===== config.mk =====
export PLATFORM = sky130hd
export DESIGN_NAME = voting_machine_multi
export DESIGN_NICKNAME = d
export VERILOG_FILES = /design/src/rtl/voting_machine_multi_pkg.sv /design/src/rtl/voting_machine_multi_tally_scan.sv /design/src/rtl/voting_machine_multi.sv
export SDC_FILE = /design/constraint.sdc
export NUM_CORES = 1
export LEC_CHECK = 0
export ABC_CLOCK_PERIOD_IN_PS = 3800
export BUFFER_PORTS_ARGS = -buffer_cell sky130_fd_sc_hd__buf_4
export CAP_MARGIN = 5
export CORE_ASPECT_RATIO = 0.8
export CORE_MARGIN = 2
export CORE_UTILIZATION = 60
export CTS_BUF_LIST = sky130_fd_sc_hd__clkbuf_16
export DETAILED_ROUTE_END_ITERATION = 6
export HOLD_SLACK_MARGIN = 0.06
export PLACE_DENSITY = 0.82
export SYNTH_ARGS = -nofsm -noshare
export SYNTH_HDL_FRONTEND = slang
export SYNTH_SLANG_ARGS = --single-unit

===== constraint.sdc =====
create_clock -name clk -period 3.8 [get_ports clk]
set_clock_uncertainty 0.1 [all_clocks]
set_input_delay 0.19 -clock clk [delete_from_list [all_inputs] [get_ports clk]]
set_output_delay 0.19 -clock clk [all_outputs]
set_load 0.01 [all_outputs]

===== src/rtl/voting_machine_multi_pkg.sv =====
// voting_machine_multi_pkg: shared FSM state type and button one-hot check for the voting machine.
package voting_pkg;
  localparam int VM_MAX_CAND = 32;
  typedef enum logic [1:0] {OPEN, HOLD, TALLY, DONE} vm_state_e;
  function automatic logic onehot(input logic [VM_MAX_CAND-1:0] v);
    return (v != '0) && ((v & (v - 1'b1)) == '0);
  endfunction
endpackage


===== src/rtl/voting_machine_multi_tally_scan.sv =====
// vm_tally_scan: walks the candidate counters one per cycle, tracking the running max and a tie flag.
module vm_tally_scan #(
  parameter int N_CAND = 3,
  parameter int CNT_W = 6,
  localparam int IDX_W = $clog2(N_CAND)
) (
  input  logic             clk,
  input  logic             rst,
  input  logic             start_i,
  input  logic [CNT_W-1:0] cnt_i,
  output logic [IDX_W-1:0] idx_o,
  output logic [IDX_W-1:0] best_idx_o,
  output logic             tie_o,
  output logic             done_o
);
  logic busy_q, done_q, tie_q;
  logic [CNT_W-1:0] best_q;
  logic [IDX_W-1:0] idx_q, best_idx_q;
  always_ff @(posedge clk or negedge rst)
    if (!rst) begin
      busy_q <= 1'b0;
      done_q <= 1'b0;
      tie_q <= 1'b0;
      best_q <= '0;
      idx_q <= '0;
      best_idx_q <= '0;
    end else if (start_i) begin
      busy_q <= 1'b1;
      done_q <= 1'b0;
      tie_q <= 1'b0;
      best_q <= '0;
      idx_q <= '0;
      best_idx_q <= '0;
    end else if (busy_q) begin
      // an equal count at idx 0 is never a tie: it is only matching the zero seed
      if (cnt_i > best_q) begin
        best_q <= cnt_i;
        best_idx_q <= idx_q;
        tie_q <= 1'b0;
      end else if (cnt_i == best_q && idx_q != '0)
        tie_q <= 1'b1;
      if (idx_q == IDX_W'(N_CAND-1)) begin
        busy_q <= 1'b0;
        done_q <= 1'b1;
      end else
        idx_q <= idx_q + 1'b1;
    end
  assign idx_o = idx_q;
  assign best_idx_o = best_idx_q;
  assign tie_o = tie_q;
  assign done_o = done_q;
endmodule


===== src/rtl/voting_machine_multi.sv =====
// voting_machine_multi: N-candidate vote counter with press rejection, close-of-poll tally and winner/tie report.
module voting_machine_multi
  import voting_pkg::*;
#(
  parameter int N_CAND = 3,
  parameter int CNT_W = 6,
  localparam int IDX_W = $clog2(N_CAND)
) (
  input  logic                    clk,
  input  logic                    rst,
  input  logic [N_CAND-1:0]       i_candidate,
  input  logic                    i_voting_over,
  output logic [N_CAND*CNT_W-1:0] o_count,
  output logic                    o_vote_ok,
  output logic                    o_vote_rej,
  output logic                    o_result_valid,
  output logic [IDX_W-1:0]        o_winner,
  output logic                    o_tie
);
  vm_state_e state_q, state_d;
  logic [N_CAND-1:0] btn_q, sat;
  logic vote_ok_q, vote_rej_q, vote_ok_d, vote_rej_d, accept, start, scan_done;
  logic [IDX_W-1:0] idx;
  logic [CNT_W-1:0] cnt [N_CAND];
  // closing the poll wins over any press evaluated on the same edge
  always_comb begin
    start = (state_q == OPEN || state_q == HOLD) && i_voting_over;
    accept = state_q == OPEN && !i_voting_over && btn_q != '0;
    vote_ok_d = accept && onehot(VM_MAX_CAND'(btn_q)) && (btn_q & sat) == '0;
    vote_rej_d = accept && !vote_ok_d;
    state_d = start ? TALLY :
              (state_q == OPEN && btn_q != '0) ? HOLD :
              (state_q == HOLD && btn_q == '0) ? OPEN :
              (state_q == TALLY && scan_done) ? DONE : state_q;
  end
  always_ff @(posedge clk or negedge rst)
    if (!rst) begin
      state_q <= OPEN;
      btn_q <= '0;
      vote_ok_q <= 1'b0;
      vote_rej_q <= 1'b0;
    end else begin
      state_q <= state_d;
      btn_q <= i_candidate;
      vote_ok_q <= vote_ok_d;
      vote_rej_q <= vote_rej_d;
    end
  for (genvar k = 0; k < N_CAND; k++) begin : g_cnt
    logic [CNT_W-1:0] cnt_q;
    always_ff @(posedge clk or negedge rst)
      if (!rst) cnt_q <= '0;
      else if (vote_ok_d && btn_q[k]) cnt_q <= cnt_q + 1'b1;
    assign cnt[k] = cnt_q;
    assign sat[k] = &cnt_q;
    assign o_count[k*CNT_W +: CNT_W] = cnt_q;
  end
  vm_tally_scan #(.N_CAND(N_CAND), .CNT_W(CNT_W)) u_scan (
    .clk       (clk),
    .rst       (rst),
    .start_i   (start),
    .cnt_i     (cnt[idx]),
    .idx_o     (idx),
    .best_idx_o(o_winner),
    .tie_o     (o_tie),
    .done_o    (scan_done)
  );
  assign o_vote_ok = vote_ok_q;
  assign o_vote_rej = vote_rej_q;
  assign o_result_valid = state_q == DONE;
endmodule


==> results.cfg <==
[clocking]
clock_latency_ns = 0.28
cts_hold_buf = 5
cts_tree = done
clk_pin_slew_worst_paths_ns = 0.06
post_cts.repair.setup_buffers = 0
numCtsBuffers = 5
cts_sinks = 38
cts_root_buf = clkbuf_16
post_cts_resized = 0
htreeDepth = 2
cts.path.max_buffers = 2

[route]
wl_mm = 4.04
via_per_inst = 5.58
drt-pass1-iter-count = 4
via_count = 1428
route.detailed.drc = 0
drt_iter0_drc = 130
wl_per_cell_um = 15.8
ant_nets = 0

[timing]
hold_viol = 0
period_share = 0.694
max_slew_margin = 0.683
rsz0062_at_grt = no
max_freq_mhz = 379
finalCriticalPeriod_ns = 2.64
setup_viol_count_final = 0
holdWs_ns = 0.312
slew_violations = 0
worst_slew_pin_slew_ns = 0.475
setup-tns-final_ns = 0

[yosys]
syn_area_um2 = 1920
synth_top_area_frac = 0.494
ys.flop_type = dfrtp_1
yosysMostFrequentCell = dfrtp_1
ys_async_sr_fraction = 1.00
synth_top_cells_by_count = dfrtp_1, nor2_1, mux2i_1, xnor2_1, nand2_1
yosys-top-cells-area = dfrtp_1, ha_1, mux2i_1
syn_area_per_cell_um2 = 10.9
synth_cell_types = 36
synth_nets = 194
ys_ff_latch = 38
synth-edff-count = 0
syn-instance-count = 177
ys_seq_area_frac = 0.494
yosys.area.top_type = dfrtp_1
yosys_warnings = 0

[worst_setup_path]
cp_max_fo = 11
crit_buf_inv = 1
cp_slowest_cell = dfrtp_1
path_cells = nor2b_1 > nand2_1 > o21ai_0 > ha_1 > nand4_1 > o21ai_0 > a31oi_1 > buf_4 > mux2i_1 > nor2_1
slowest_delay_ns = 0.56
regToRegStartpoint = u_scan.idx_o[0]
rr_worst_depth = 10
worst-setup-path-type = reg -> reg
reg2reg_slack_ns = 1.16
crit_arrival_ns = 2.70
start_kind = flop
crit_family = simple AND/OR/NAND/NOR gates
cp_common_cell = o21ai_0
reg2reg_to = u_scan.best_q[4]
crit_required_ns = 3.86
endpoint_kind = flop

[worst_hold_path]
hp-class = in -> async

[cells_and_area]
diodes = 0
nets = 232
area_delta_synth_final_pct = 24.6
drive_above_1_share = 0.227

[global_route]
grt_pass1_vias = 1308
gr-total-overflow = 0
track_usage = 0.243
grt_max_degree = 39
grt_pass1_wl_mm = 6.34
antenna_found_initial = 0

[power]
power.density_nw_per_um2 = 509
power_leakage_nw = 1.12
vdd_drop_max_mv = 0.372

[floorplan]
core_area_um2 = 3060
rows = 18
die_w_um = 67.3
dieArea_um2 = 3680
initial_core_util = 0.628
fp.dieH_um = 54.6
pin_count = 30

[placement]
dp_hpwl_mm = 2.89
gp_congestion = 0.950
portBuffers = 29

[run]
cap_violations = 0

[outcome]
outcome = completed
==> power by group <==
| part | total [W] | leakage [nW] | internal [W] | switching [W] |
|---|---|---|---|---|
| combinational | 0.000222 | 0.544 | 0.000108 | 0.000114 |
| sequential | 0.000533 | 0.497 | 0.000464 | 0.0000688 |
| clock | 0.000465 | 0.0836 | 0.000307 | 0.000159 |
| total | 0.00122 | 1.12 | 0.000879 | 0.000341 |
==> placed cells by master (no fill, tap or decap), types with 5 or more instances in the layout <==
cell / Yosys / final
inv_1: 7 / 7
nand4_1: 6 / 6
dfrtp_1: 38 / 38
xnor2_1: 13 / 13
nand3_1: 8 / 8
mux2i_1: 13 / 13
nand2_1: 12 / 12
ha_1: 11 / 11
clkbuf_16: 0 / 5
buf_4: 0 / 30
dlygate4sd3_1: 0 / 5
nor2_1: 20 / 20
o21ai_0: 6 / 6
==> sequential cells by signal, summed over array words and instances, names as in the netlist <==
name	count
u_scan.done_o	1
state_q	2
u_scan.busy_q	1
u_scan.best_q	6
btn_q	3
o_vote_rej	1
o_vote_ok	1
g_cnt.cnt_q	18
u_scan.best_idx_o	2
u_scan.tie_o	1
u_scan.idx_o	2
==> area by class of cell <==
type	count	area (µm²)
Sequential cell	38	951
Clock inverter	3	40.0
Tap cell	40	50.0
Timing Repair Buffer	35	275
Inverter	7	26.3
Multi-Input combinational cell	128	928
Fill cell	205	667
Clock buffer	5	125
==> per-layer routing <==
metal / share of wire / GRT usage / vias up
met3: 0.045 / 0.0700 / 5
met1: 0.48 / 0.343 / 691
li1: - / - / 691
met2: 0.47 / 0.363 / 41
met4: 0.010 / 0.0816 / 0
met5: 0 / 0 / -
==> how the worst max path moves through the flow <==
stage,endpoint,from,depth (start not counted)
after floorplan,u_scan.best_idx_o[0],u_scan.idx_o[1],11
after global placement,u_scan.best_idx_o[1],u_scan.idx_o[1],10
after detailed placement,u_scan.best_q[4],u_scan.idx_o[1],10
after CTS,u_scan.best_q[4],u_scan.idx_o[1],10
after global routing,u_scan.best_q[4],u_scan.idx_o[0],10
final,u_scan.best_q[4],u_scan.idx_o[0],10
==> through the flow <==
step / power [W] / instances / util / setup WS (ns) / instance area [µm²]
2_1_floorplan: 0.000678 / 177 / - / 1.54 / 1920
3_3_place_gp: 0.000738 / 243 / 0.712 / 1.39 / 2180
3_5_place_dp: 0.000756 / 243 / 0.712 / 1.26 / 2180
4_1_cts: 0.00122 / 256 / 0.782 / 1.19 / 2400
5_1_grt: 0.00129 / 256 / 0.782 / 1.01 / 2400
6_report: 0.00122 / 256 / 0.782 / 1.16 / 2400
==> logic make-up (layout without fill, tap and decap cells) <==
| family | count (synthesis) | after routing | share of synthesized area |
|---|---|---|---|
| AOI/OAI and AO/OA | 18 | 18 | 0.0579 |
| xor gates and xnor gates | 17 | 17 | 0.0774 |
| adders and majority gates | 11 | 11 | 0.0716 |
| buffers and inverters | 11 | 50 | 0.0228 |
| DFF | 38 | 38 | 0.494 |
| muxes | 16 | 16 | 0.0852 |
| and+or+nand+nor | 66 | 66 | 0.191 |
==> worst register-to-register path: stages, from the launching register on <==
cell     delay (ns)
dfrtp_1        0.56
nor2b_1        0.35
nand2_1        0.09
o21ai_0        0.12
ha_1           0.31
nand4_1        0.14
o21ai_0        0.11
a31oi_1        0.19
buf_4          0.24
mux2i_1        0.26
nor2_1         0.06
Note: power is estimated with default switching activity, not from simulation.
